**config.mk**
```make
export PLATFORM = sky130hd
export DESIGN_NAME = mem_arbiter_flat
export DESIGN_NICKNAME = d
export VERILOG_FILES = /design/src/rtl/mem_arbiter_if.sv /design/src/rtl/mem_arbiter.sv /design/src/flat_wrapper.sv
export SDC_FILE = /design/constraint.sdc
export NUM_CORES = 1
export LEC_CHECK = 0
export ABC_AREA = 1
export CAP_MARGIN = 0
export CORE_MARGIN = 2
export CORE_UTILIZATION = 25
export CTS_BUF_LIST = sky130_fd_sc_hd__clkbuf_8 sky130_fd_sc_hd__clkbuf_16
export CTS_CLUSTER_SIZE = 24
export DETAILED_ROUTE_END_ITERATION = 10
export GPL_TIMING_DRIVEN = 0
export PLACE_DENSITY = 0.71
export SLEW_MARGIN = 40
export SYNTH_ARGS = -nofsm -noshare
export SYNTH_HDL_FRONTEND = slang
export SYNTH_SLANG_ARGS = --single-unit
```
**constraint.sdc**
```tcl
create_clock -name clock -period 1.7 [get_ports clock]
set_clock_uncertainty 0.15 [all_clocks]
set_input_delay 0.17 -clock clock [delete_from_list [all_inputs] [get_ports clock]]
set_output_delay 0.17 -clock clock [all_outputs]
set_load 0.01 [all_outputs]
```
**src/rtl/mem_arbiter_if.sv**
```systemverilog
// mem_arbiter_if: bundle of the requester-side and RAM-side signals of the
// shared system RAM arbiter. The arbiter uses the slave modport; the
// requesters and the RAM model sit on the master side.
interface mem_arbiter_if #(
  parameter int AW = 16
);
  // CPU port
  logic          cpu_req;
  logic [AW-1:0] cpu_address;
  logic [7:0]    cpu_out;
  logic          cpu_we;
  logic [7:0]    cpu_in;
  logic          hold;
  // video fetch port
  logic          vga_req;
  logic [AW-1:0] vga_address;
  logic          vga_ack;
  logic [7:0]    vga_data;
  // DMA / blitter port
  logic          dma_req;
  logic [AW-1:0] dma_address;
  logic [7:0]    dma_wdata;
  logic          dma_we;
  logic          dma_ack;
  logic [7:0]    dma_rdata;
  // single-port RAM
  logic [AW-1:0] ram_address;
  logic [7:0]    ram_out;
  logic          ram_we;
  logic [7:0]    ram_in;

  modport slave (
    input  cpu_req, cpu_address, cpu_out, cpu_we,
    input  vga_req, vga_address,
    input  dma_req, dma_address, dma_wdata, dma_we,
    input  ram_in,
    output cpu_in, hold,
    output vga_ack, vga_data,
    output dma_ack, dma_rdata,
    output ram_address, ram_out, ram_we
  );

  modport master (
    output cpu_req, cpu_address, cpu_out, cpu_we,
    output vga_req, vga_address,
    output dma_req, dma_address, dma_wdata, dma_we,
    output ram_in,
    input  cpu_in, hold,
    input  vga_ack, vga_data,
    input  dma_ack, dma_rdata,
    input  ram_address, ram_out, ram_we
  );
endinterface

```
**src/rtl/mem_arbiter.sv**
```systemverilog
// mem_arbiter: shares one single-port synchronous RAM (1-cycle read latency)
// between the 6502 core, the video fetch port and a DMA/blitter port.
// One access per clock; video has fixed priority except when the CPU has
// been denied MAX_STALL consecutive cycles; CPU and DMA alternate on ties.
// Read data returns with an ack pulse in the cycle after the grant.
// Optional build macro ARB_PERF_EN adds 32-bit slot/stall counters.
module mem_arbiter #(
  parameter int MAX_STALL = 4,
  parameter int AW        = 16
) (
  input  logic        clock,
  input  logic        reset,
  mem_arbiter_if.slave bus
`ifdef ARB_PERF_EN
  ,
  output logic [31:0] perf_vga,
  output logic [31:0] perf_cpu,
  output logic [31:0] perf_dma,
  output logic [31:0] perf_stall
`endif
);

  localparam logic [3:0]    STALL_LIMIT = 4'(MAX_STALL);
  localparam logic [AW-1:0] ADDR_IDLE   = '0;

  typedef enum logic [1:0] {
    OWN_NONE = 2'd0,
    OWN_CPU  = 2'd1,
    OWN_VGA  = 2'd2,
    OWN_DMA  = 2'd3
  } owner_t;

  owner_t     grant_s;
  owner_t     resp_owner_r;
  logic       resp_we_r;        // write strobe of the slot now returning
  logic       last_rr_r;        // 1 = DMA took the last CPU/DMA slot
  logic [3:0] stall_cnt_r;
  logic [3:0] stall_cnt_nxt_s;
  logic [7:0] cpu_in_r;
  logic [7:0] vga_data_r;
  logic [7:0] dma_rdata_r;

  // Slot grant: anti-starvation CPU, then video, then CPU/DMA round-robin.
  // No slot is granted while reset is asserted.
  always_comb begin
    grant_s = OWN_NONE;
    if (reset) begin
      grant_s = OWN_NONE;
    end else if (bus.cpu_req && (stall_cnt_r == STALL_LIMIT)) begin
      grant_s = OWN_CPU;
    end else if (bus.vga_req) begin
      grant_s = OWN_VGA;
    end else if (bus.cpu_req && bus.dma_req) begin
      grant_s = last_rr_r ? OWN_CPU : OWN_DMA;
    end else if (bus.cpu_req) begin
      grant_s = OWN_CPU;
    end else if (bus.dma_req) begin
      grant_s = OWN_DMA;
    end else begin
      grant_s = OWN_NONE;
    end
  end

  // RAM address/data/strobe mux from the granted requester.
  always_comb begin
    bus.ram_address = ADDR_IDLE;
    bus.ram_out     = 8'h00;
    bus.ram_we      = 1'b0;
    case (grant_s)
      OWN_CPU: begin
        bus.ram_address = bus.cpu_address;
        bus.ram_out     = bus.cpu_out;
        bus.ram_we      = bus.cpu_we;
      end
      OWN_VGA: begin
        bus.ram_address = bus.vga_address;
      end
      OWN_DMA: begin
        bus.ram_address = bus.dma_address;
        bus.ram_out     = bus.dma_wdata;
        bus.ram_we      = bus.dma_we;
      end
      default: begin
        bus.ram_address = ADDR_IDLE;
      end
    endcase
  end

  // Denied-cycle counter for the CPU, saturating at the forced-slot limit.
  always_comb begin
    stall_cnt_nxt_s = stall_cnt_r;
    if (!bus.cpu_req || (grant_s == OWN_CPU)) begin
      stall_cnt_nxt_s = 4'd0;
    end else if (stall_cnt_r == STALL_LIMIT) begin
      stall_cnt_nxt_s = stall_cnt_r;
    end else begin
      stall_cnt_nxt_s = stall_cnt_r + 4'd1;
    end
  end

  // Arbitration state and response-pipeline owner.
  always_ff @(posedge clock or posedge reset) begin
    if (reset) begin
      resp_owner_r <= OWN_NONE;
      resp_we_r    <= 1'b0;
      stall_cnt_r  <= 4'd0;
      last_rr_r    <= 1'b1;
    end else begin
      resp_owner_r <= grant_s;
      resp_we_r    <= bus.ram_we;
      stall_cnt_r  <= stall_cnt_nxt_s;
      if (grant_s == OWN_CPU) begin
        last_rr_r <= 1'b0;
      end else if (grant_s == OWN_DMA) begin
        last_rr_r <= 1'b1;
      end else begin
        last_rr_r <= last_rr_r;
      end
    end
  end

  // Capture returned read data so each port keeps its last value.
  always_ff @(posedge clock or posedge reset) begin
    if (reset) begin
      cpu_in_r    <= 8'h00;
      vga_data_r  <= 8'h00;
      dma_rdata_r <= 8'h00;
    end else begin
      case (resp_owner_r)
        OWN_VGA: vga_data_r  <= bus.ram_in;
        OWN_DMA: dma_rdata_r <= bus.ram_in;
        OWN_CPU: begin
          if (!resp_we_r) begin
            cpu_in_r <= bus.ram_in;
          end else begin
            cpu_in_r <= cpu_in_r;
          end
        end
        default: begin
          cpu_in_r <= cpu_in_r;
        end
      endcase
    end
  end

  // Port outputs: the RAM's registered read data is forwarded in the ack
  // cycle, the captured copy is shown otherwise.
  always_comb begin
    bus.hold      = (grant_s == OWN_CPU);
    bus.vga_ack   = (resp_owner_r == OWN_VGA);
    bus.dma_ack   = (resp_owner_r == OWN_DMA);
    bus.vga_data  = bus.vga_ack ? bus.ram_in : vga_data_r;
    bus.dma_rdata = bus.dma_ack ? bus.ram_in : dma_rdata_r;
    if ((resp_owner_r == OWN_CPU) && !resp_we_r) begin
      bus.cpu_in = bus.ram_in;
    end else begin
      bus.cpu_in = cpu_in_r;
    end
  end

`ifdef ARB_PERF_EN
  // Slot and CPU-stall counters, wrapping at 2^32.
  always_ff @(posedge clock or posedge reset) begin
    if (reset) begin
      perf_vga   <= 32'd0;
      perf_cpu   <= 32'd0;
      perf_dma   <= 32'd0;
      perf_stall <= 32'd0;
    end else begin
      case (grant_s)
        OWN_VGA: perf_vga <= perf_vga + 32'd1;
        OWN_CPU: perf_cpu <= perf_cpu + 32'd1;
        OWN_DMA: perf_dma <= perf_dma + 32'd1;
        default: perf_vga <= perf_vga;
      endcase
      if (bus.cpu_req && !bus.hold) begin
        perf_stall <= perf_stall + 32'd1;
      end else begin
        perf_stall <= perf_stall;
      end
    end
  end
`endif

endmodule

```
**src/flat_wrapper.sv**
```systemverilog
// flat-port wrapper written by rule: the top's interface ports become plain ports
module mem_arbiter_flat 
#(
  parameter int MAX_STALL = 4,
  parameter int AW        = 16
)
  (clock, reset, bus_cpu_req, bus_cpu_address, bus_cpu_out, bus_cpu_we, bus_vga_req, bus_vga_address, bus_dma_req, bus_dma_address, bus_dma_wdata, bus_dma_we, bus_ram_in, bus_cpu_in, bus_hold, bus_vga_ack, bus_vga_data, bus_dma_ack, bus_dma_rdata, bus_ram_address, bus_ram_out, bus_ram_we);
  mem_arbiter_if #(.AW(AW)) bus_i ();
  input  logic clock;
  input  logic reset;
  input wire logic [$bits(bus_i.cpu_req)-1:0] bus_cpu_req;
  input wire logic [$bits(bus_i.cpu_address)-1:0] bus_cpu_address;
  input wire logic [$bits(bus_i.cpu_out)-1:0] bus_cpu_out;
  input wire logic [$bits(bus_i.cpu_we)-1:0] bus_cpu_we;
  input wire logic [$bits(bus_i.vga_req)-1:0] bus_vga_req;
  input wire logic [$bits(bus_i.vga_address)-1:0] bus_vga_address;
  input wire logic [$bits(bus_i.dma_req)-1:0] bus_dma_req;
  input wire logic [$bits(bus_i.dma_address)-1:0] bus_dma_address;
  input wire logic [$bits(bus_i.dma_wdata)-1:0] bus_dma_wdata;
  input wire logic [$bits(bus_i.dma_we)-1:0] bus_dma_we;
  input wire logic [$bits(bus_i.ram_in)-1:0] bus_ram_in;
  output wire logic [$bits(bus_i.cpu_in)-1:0] bus_cpu_in;
  output wire logic [$bits(bus_i.hold)-1:0] bus_hold;
  output wire logic [$bits(bus_i.vga_ack)-1:0] bus_vga_ack;
  output wire logic [$bits(bus_i.vga_data)-1:0] bus_vga_data;
  output wire logic [$bits(bus_i.dma_ack)-1:0] bus_dma_ack;
  output wire logic [$bits(bus_i.dma_rdata)-1:0] bus_dma_rdata;
  output wire logic [$bits(bus_i.ram_address)-1:0] bus_ram_address;
  output wire logic [$bits(bus_i.ram_out)-1:0] bus_ram_out;
  output wire logic [$bits(bus_i.ram_we)-1:0] bus_ram_we;
  assign bus_i.cpu_req = bus_cpu_req;
  assign bus_i.cpu_address = bus_cpu_address;
  assign bus_i.cpu_out = bus_cpu_out;
  assign bus_i.cpu_we = bus_cpu_we;
  assign bus_i.vga_req = bus_vga_req;
  assign bus_i.vga_address = bus_vga_address;
  assign bus_i.dma_req = bus_dma_req;
  assign bus_i.dma_address = bus_dma_address;
  assign bus_i.dma_wdata = bus_dma_wdata;
  assign bus_i.dma_we = bus_dma_we;
  assign bus_i.ram_in = bus_ram_in;
  assign bus_cpu_in = bus_i.cpu_in;
  assign bus_hold = bus_i.hold;
  assign bus_vga_ack = bus_i.vga_ack;
  assign bus_vga_data = bus_i.vga_data;
  assign bus_dma_ack = bus_i.dma_ack;
  assign bus_dma_rdata = bus_i.dma_rdata;
  assign bus_ram_address = bus_i.ram_address;
  assign bus_ram_out = bus_i.ram_out;
  assign bus_ram_we = bus_i.ram_we;
  mem_arbiter #(.MAX_STALL(MAX_STALL), .AW(AW)) u_core (.clock(clock), .reset(reset), .bus(bus_i));
endmodule
```
==> results list, run 1 <==
- The flow ran to the end, but the final reports show violations.
- The checks that failed: setup timing.
- The worst hold path terminates at u_core.resp_we_r.
- Number of maximum-capacitance constraint violations: 0
- Reg-to-reg slack, setup: 0 ns
* Switch share: about a third
* Placer congestion estimate: 0.7417
- Routed wire length: roughly 7.9 mm
- Nets@finish: around 500
* Fraction of synthesized area in multiplexers: 0%
* Most common library cell in the layout ignoring fill and taps: sky130_fd_sc_hd__clkdlybuf4s50_1
- Die boundary width: just over 90 um
- Signal arrival time at the worst endpoint: roughly 1.9 ns
- Cts hold-fix bufs: 0
- Reg2Reg Capture Point: u_core.stall_cnt_r[2]
- The worst pin sits at a relative slew slack of between 70% and 80%.
- Final setup violating endpoints: 51
- Clock-pin slew was measured on the worst setup and hold paths at roughly 0.06 ns.
* Category of the most critical setup path: flop to primary output
* Most frequent cells in the layout: sky130_fd_sc_hd__clkdlybuf4s50_1, sky130_fd_sc_hd__buf_6, sky130_fd_sc_hd__nand3_2
* Final antenna-violating net count: 0
- Summing the areas of all and, or, nand and nor instances in the mapped netlist gives 39.11% of the synthesized area.
- Number of search-and-repair iterations in the first detailed-routing pass: 4
- Antenna diode count: 0
- Synth area leaders: sky130_fd_sc_hd__dfrtp_1, sky130_fd_sc_hd__nand3_1, sky130_fd_sc_hd__nand2_1
- The clock drives 32 sinks.
* DRC Markers: 0
- Count of vias placed by the detailed router: roughly 2500
- Unrepaired setup endpoints after global routing: yes
- In the routed layout, each cell is associated on average with a via count of between 4 and 5.
* Combinational fraction of design power: 53.0%
- Averaged over all synthesized cells, the footprint is between 8 and 9 um^2.
- Counting every net in the synthesized netlist gives approximately 320.
- The total area inside the core boundary comes to 7727 um^2.
- Total overflow reported by the global router: 0
* Launch point of the worst reg-to-reg path: u_core.stall_cnt_r[0]
- Slew at the pin with the worst max-slew slack: approximately 0.32 ns
- Final core occ: between 50% and 60%
- Row Count: 32
- Post-route worst setup slack: -0.5041 ns
* Port Buffer Count: between 100 and 150
- Switching power: 1.104 mW
* Vias in the first global route: 2317
- Areal power density over the cells: around 710 nW/um^2
- The die covers between 8000 and 9000 um^2.
* Leak Pwr: around 2.2 nW
* Sequential fraction of the synthesis area: around 40%
- Max H-tree Level: 2
* Worst hold-check path type: input port to flop
- Summing the areas of all compound-gate instances in the mapped netlist gives 6.738% of the synthesized area.
* Largest net degree at the start of global routing: 42
- Achievable clock frequency: approximately 450 MHz
- Subtracting the final worst setup slack from the clock period gives ~2.2 ns.
- Element type at the critical path end: primary output
- Part of the total power dissipated in sequential elements: approximately 31%
* Number of distinct library cell variants in the gate-level netlist after synthesis: 26
* Area leader, netlist: sky130_fd_sc_hd__dfrtp_1
* Peak fanout along the critical path: 5
- Combinational family with the most area after synthesis: simple AND/OR/NAND/NOR gates
- After synthesis the netlist holds a flip-flop and latch count of 32.
- Startpoint type of the worst setup path: flop
- The HPWL after detailed placement is approximately 4.9 mm.
- Internal power: approximately 2.2 mW
* Number of enable flip-flop cells after synthesis: 0
- The first routing iteration left 60 violations.
- Clock latency on the worst-skew pair: between 0.2 and 0.3 ns
- Share of flip-flops with an asynchronous set or reset: 100.0%
- Initial antenna violation count: 0
- R2r worst-path depth: 11
- In the final layout, the share of cells above drive strength 1 is a little under three fifths.
* Total cell area at the placement stage: between 3000 and 4000 um^2
- The worst hold path passes through 3 cells.
- between 100 and 150 I/O pins were placed.
* Part of the total power dissipated in the clock network: between 10% and 20%
* Routed length per placed instance: 14.95 um
- Max clock buf depth: 2
- Global-route wire length before repair: 11.67 mm
* Inserted Clock Buffers: 5
- CTS root buffer: sky130_fd_sc_hd__clkbuf_8
- Tot Pwr: approximately 3.3 mW
* VDD IR max: about 330 uV
- Summing all non-filler instances in the final layout gives an area of about 4600 um^2.
- Gate count of the mapped netlist: between 200 and 250
- The final count of hold timing violations came to 0.
* Min-Delay Startpoint: bus_cpu_we
* FILL cells: between 600 and 700
- Synth-to-Final Area Change: 133.0%
- The most used flip-flop cell after synthesis is sky130_fd_sc_hd__dfrtp_1.
- Global routing used ~17% of the available tracks.
* Post-synthesis instance area: between 1500 and 2000 um^2
- STA puts the critical path data required time at between 1 and 1.5 ns.
- After synthesis, the largest area contributor takes up 39.04% of total cell area.
- The max-slew violation count was 0.
- Final period util: 129.7%
* Fraction of the mapped netlist area in adder cells: roughly 1.3%
- The initial utilization of the core area, before any placement, comes to between 20 and 30%.
- Die Ht: between 90 and 100 um
- Summing the areas of all xor and xnor instances in the mapped netlist gives 0.8816% of the synthesized area.
- For this run, the number of Yosys warnings is 0.
- TritonCTS built the clock tree.
-- cells in the mapped netlist (2+ instances only) --
cell                       instances
sky130_fd_sc_hd__dfrtp_1          31
sky130_fd_sc_hd__nor2_1            4
sky130_fd_sc_hd__buf_6             2
sky130_fd_sc_hd__nand4_1          18
sky130_fd_sc_hd__inv_2             3
sky130_fd_sc_hd__nand3_1          49
sky130_fd_sc_hd__nand2_4           3
sky130_fd_sc_hd__inv_1            18
sky130_fd_sc_hd__clkbuf_1          3
sky130_fd_sc_hd__nand2_2           2
sky130_fd_sc_hd__nand2_1          50
sky130_fd_sc_hd__ha_1              2
sky130_fd_sc_hd__o21ai_0          25
sky130_fd_sc_hd__clkbuf_8          7
sky130_fd_sc_hd__nand3_2          10
-- how the worst max path moves through the flow --
stage                                      from                  to  slack, ns  cells after the start
after floorplan           u_core.stall_cnt_r[0]      bus_ram_out[1]      -0.01                     11
after global placement                    reset  bus_ram_address[3]      -0.81                      6
after detailed placement                  reset  bus_ram_address[2]      -0.83                      6
after CTS                 u_core.stall_cnt_r[0]  bus_ram_address[2]      -0.51                     13
after global routing      u_core.stall_cnt_r[0]  bus_ram_address[8]      -0.61                     12
final                     u_core.stall_cnt_r[0]  bus_ram_address[8]      -0.50                     12
-- worst max-delay path, cell delays in order (launching register included) --
cell and delay [ns]:
sky130_fd_sc_hd__dfrtp_1 0.39, sky130_fd_sc_hd__inv_2 0.08, sky130_fd_sc_hd__ha_4 0.14, sky130_fd_sc_hd__inv_4 0.03, sky130_fd_sc_hd__nor2_4 0.12, sky130_fd_sc_hd__nand2_4 0.11, sky130_fd_sc_hd__nand2_8 0.09, sky130_fd_sc_hd__nor2_8 0.05
sky130_fd_sc_hd__buf_6 0.14, sky130_fd_sc_hd__clkbuf_16 0.15, sky130_fd_sc_hd__nand3_2 0.05, sky130_fd_sc_hd__nand3_1 0.08, sky130_fd_sc_hd__buf_2 0.15
-- timing repair --
item / in CTS / in global routing
setup endpoints to repair: 53 / 58
gates cloned: 5 / 1
gates resized for setup: 323 / 90
pin swaps: 13 / 24
buffers inserted: 34 / 14
-- per-layer routing --
metal	track usage, %	share of wire (%)	wire length, um
met1	20.92	41	3228
met2	30.37	53	4202
met3	3.546	5.3	421
met4	2.206	0.51	40
met5	0	0	0
-- power by group through the flow --
stage	clock, mW	sequential (mW)	combinational [mW]
after detailed placement	0	0.978	1.17
after global routing	0.592	1.01	1.83
final	0.533	1.00	1.73
after global placement	0	0.975	1.16
after floorplan	0	0.968	0.517
after CTS	0.550	0.963	1.34
-- cell type report --
class	count	area, um^2	share of cell area [%]
buffer	13	215.2	4.649
inverter	21	86.33	1.865
timing repair buffer	181	1827	39.46
sequential	32	802.0	17.32
clock inverter	3	12.51	0.2703
multi-input combinational	171	1490	32.19
clock buffer	5	68.82	1.486
tap	102	127.6	2.757
-- through the flow --
stage	instances	setup TNS (ns)	hold WS [ns]	worst slack, ns
floorplan	238	-0.1046	0.09400	-0.01479
CTS	516	-13.85	0.3177	-0.5107
global route	528	-18.64	0.3321	-0.6074
detailed placement	470	-31.33	0.3385	-0.8313
finish	528	-13.83	0.3212	-0.5041
global placement	470	-30.63	0.3321	-0.8051
-- state kept, by name, summed over array words and instances, names as in the netlist --
register,cells
u_core.cpu_in_r,8
u_core.dma_rdata_r,8
u_core.last_rr_r,1
u_core.resp_owner_r,2
u_core.resp_we_r,1
u_core.stall_cnt_r,4
u_core.vga_data_r,8
-- kinds of logic after synthesis --
kind of cell | count (synthesis)
AO/OA/AOI/OAI | 26
buffers and inverters | 35
AND/OR/NAND/NOR | 141
flip-flops | 32
adder cells (fa/ha/maj) | 2
XOR/XNOR | 2
Note: power is estimated with default switching activity, not from simulation.
==> run 2: changes to the inputs <==
Settings changed: MAX_ROUTING_LAYER from default to met4, PLACE_DENSITY 0.71 to 0.68.
Clock period 1.7 ns to 2.3 ns, I/O delays scaled along.
==> run 2 against run 1 <==
Against the previous run:
- the run now ends clean
- via count down 4.8%
- clock power is 21% lower
- sequential share of layout area up 3.6 points
- register-to-register slack better by 0.58 ns
- cell count fell by 3.6%
- wire length down 4.9%
- final area shrank 17%
- utilization down 10 points
- critical path depth is 1 higher
- largest cell class unchanged
==> results list, run 2 (synthesized netlist as in run 1, its figures left out) <==
* Signal arrival time at the worst endpoint: 1.91 ns (+0.03 ns)
* Switching power: 0.6477 mW (-41%)
- The vertical die dimension was 93.15 um (unchanged).
- The largest registers in the layout are u_core.cpu_in_r x8, u_core.dma_rdata_r x8, u_core.vga_data_r x8.
- The clock latency on the worst-skew pair came to 0.27 ns (about the same).
* Switch share: 31.41% (-2.4 points)
- Leak Pwr: 1.919 nW (-11%)
- The I/O pin count came to 131 (unchanged).
- The chip width is 93.15 um (unchanged).
* Global Route Usage Sum: 16.77% (+0.037 points)
* Final antenna-violating net count: 0 (unchanged)
- Final setup violating endpoints: 0 (-100%)
- CTS placed an instance of sky130_fd_sc_hd__clkbuf_8 at the clock tree root.
- Critical path required time: 1.92 ns (+0.54 ns)
- Placer congestion estimate: 0.7803 (+5.2%)
* Most frequent cells in the layout: sky130_fd_sc_hd__clkdlybuf4s50_1, sky130_fd_sc_hd__nand3_1, sky130_fd_sc_hd__nand2_1
* Areal power density over the cells: 536.6 nW/um^2 (-24%)
- Peak fanout along the critical path: 5 (unchanged)
- Port Buffer Count: 130 (unchanged)
- Largest net degree at the start of global routing: 42 (unchanged)
- The TritonCTS sink count is 32 (unchanged).
- The final count of hold timing violations is 0 (unchanged).
- Largest stage delay on the critical path: 0.40 ns (about the same)
- The proportion of layout cells with a drive suffix above 1 was 30.22% (-25 points).
* Part of the total power dissipated in sequential elements: 34.6% (+4.0 points)
- The flow ran to the end, and the final reports show no timing, DRC or antenna violations.
* FILL cells: 717 (+14%)
- Reg area: 803.3 um^2 (+0.16%)
- The quantity of hold-fixing buffers added after cts was 0 (unchanged).
- Subtracting the final worst setup slack from the clock period gives ~2.3 ns.
- Number of search-and-repair iterations in the first detailed-routing pass: 4 (unchanged)
- Tot Pwr: 2.062 mW (-37%)
- The level count of the clock H-tree was 2 (unchanged).
- The clock edge transition at the registers on the reported setup and hold paths came to 0.06 ns (about the same).
- The worst slew slack as a fraction of its limit came to 78.38% (-0.28 points).
- The via count normalized by instance count is 4.603 (-1.2%).
- Final period util: between 90% and 100%
- The part of the power in combinational logic was 44.9% (-8.1 points).
- Max clock buf depth: 2 (unchanged)
- Traced cell by cell, the critical path runs through inv_2, ha_4, inv_2, nor2_4, nand2_4, nand2_8, nor2_8, buf_6, clkbuf_16, buf_6, nand3_2, nand3_2, buf_2.
- Leaving out fill and tap cells, the most frequent cell in the layout is sky130_fd_sc_hd__clkdlybuf4s50_1.
- The worst setup path is captured at a primary output.
- VDD IR max: 428.3 uV (+30%)
* Routed length per placed instance: 14.75 um (-1.3%)
- STA classifies the critical path startpoint as a flop.
* Floorplan Core Area: 7727 um^2 (unchanged)
- The post-detailed-placement half-perimeter wirelength is 5.227 mm (+7.7%).
- The total clock buffers created by CTS came to 5 (unchanged).
- The die area was 8677 um^2 (unchanged).
- Antenna diode count: 0 (unchanged)
- The cell area after layout was 3842 um^2 (-17%).
* Post-Route Hold Slack: 0.3327 ns (+0.01148 ns)
* Unrepaired setup endpoints after global routing: yes
- The total grt overflow came to 0 (unchanged).
* Worst hold-check path type: flop to flop
- Row Count: 32 (unchanged)
- Synth-to-Final Area Change: 93.39%
- Reg-to-reg slack, setup: 0.58 ns (+0.58 ns)
- The portion of total power attributed to the clock network is 20.5% (+4.2 points).
* Slew at the pin with the worst max-slew slack: 0.3243 ns (+0.004135 ns)
- Initial antenna violation count: 0 (unchanged)
- The multi-input gate area in the final layout came to 1072 um^2 (-28%).
- Nets@finish: 487 (-3.8%)
- Category of the most critical setup path: flop to primary output
- The max-slew violation count is 0 (unchanged).
* DRC Markers: 0 (unchanged)
- The number of DRC markers after the initial detailed-route iteration is 83 (+38%).
- The slowest stage of the critical path is the sky130_fd_sc_hd__dfrtp_1 cell.
- Internal power: 1.414 mW (-35%)
* Vias in the first global route: 2314 (-0.13%)
- Global-route wire length before repair: 11.36 mm (-2.7%)
- Clock tree from TritonCTS: built
- The total number of vias was 2343 (-4.8%).
- The initial cell density of the core was 25.71% (unchanged).
- Total cell area at the placement stage: 3416 um^2 (-3.2%)
- Summed negative setup slack over all endpoints: 0 ns (+13.83 ns)
* Routed wire length: 7.508 mm (-4.9%)
- Achievable clock frequency: 437.3 MHz
- Number of maximum-capacitance constraint violations: 0 (unchanged)
==> run 2: cell count changes in the layout (fill, tap and decap cells not counted), moves of 10 or more <==
cell                              before  now
sky130_fd_sc_hd__nand2_1              21   40
sky130_fd_sc_hd__nand3_1              19   46
sky130_fd_sc_hd__clkdlybuf4s50_1      78   88
sky130_fd_sc_hd__nand3_2              38   13
sky130_fd_sc_hd__buf_6                57   10
sky130_fd_sc_hd__o21ai_4              16    1
sky130_fd_sc_hd__buf_2                11   21
sky130_fd_sc_hd__o21ai_1               1   21
sky130_fd_sc_hd__nand2_2              24   11
==> run 2: critical path: cells and delay by family, from the launching register on <==
family / cells / cell delay [ns]
fa+ha+maj: 1 / 0.12
flops: 1 / 0.40
simple gates: 6 / 0.46
buf+inv: 6 / 0.66
==> run 2: area by class of cell <==
class                           instances  share of cell area (%)
Inverter                               21                   2.117
Timing Repair Buffer                  159                   37.94
Tap cell                              102                   3.321
Sequential cell                        32                   20.91
Clock inverter                          2                  0.1954
Buffer                                 14                   5.471
Multi-Input combinational cell        173                   27.91
Clock buffer                            6                   2.149
==> run 2: power by group through the flow <==
| stage | clock (mW) | sequential (mW) | combinational, mW |
|---|---|---|---|
| 2_1_floorplan | 0 | 0.715 | 0.360 |
| 3_5_place_dp | 0 | 0.725 | 0.848 |
| 5_1_grt | 0.465 | 0.725 | 1.01 |
| 4_1_cts | 0.433 | 0.713 | 0.881 |
| 3_3_place_gp | 0 | 0.721 | 0.838 |
| 6_report | 0.422 | 0.714 | 0.926 |
==> run 2: repair_timing <==
item                                    CTS  global route
gates cloned                              3             1
endpoints found under the setup margin   50            42
pin swaps                                 7            11
gates resized for setup                 144            49
buffers inserted                         17            10
==> run 2: routing by layer <==
metal  part of all wire [%]  up-vias  global-route usage, %
li1                       -     1151                      -
met1                     41     1106                  19.94
met2                     51       80                  29.05
met3                    7.1        6                  3.626
met4                    1.1        0                  4.167
met5                      0        -                      -
==> run 2: path summary, 6_finish.rpt <==
check	start	endpoint	cells after the start
worst min register to register	u_core.vga_data_r[0]	u_core.vga_data_r[0]	2
worst max register to register	u_core.stall_cnt_r[0]	u_core.last_rr_r	12
worst max-delay path	u_core.stall_cnt_r[0]	bus_ram_address[7]	13
worst min-delay path	u_core.vga_data_r[0]	u_core.vga_data_r[0]	2
min in group asynchronous	reset	u_core.cpu_in_r[3]	3
max in group asynchronous	reset	u_core.last_rr_r	3
==> run 2: stage by stage <==
| step | util [%] | setup WS [ns] | instances |
|---|---|---|---|
| finish | 49.72 | 0.01304 | 509 |
| global route | 49.72 | -0.07718 | 509 |
| CTS | 47.17 | -0.05265 | 498 |
| detailed placement | 44.20 | -0.3482 | 470 |
| global placement | 44.20 | -0.3424 | 470 |
| floorplan | - | 0.4505 | 238 |
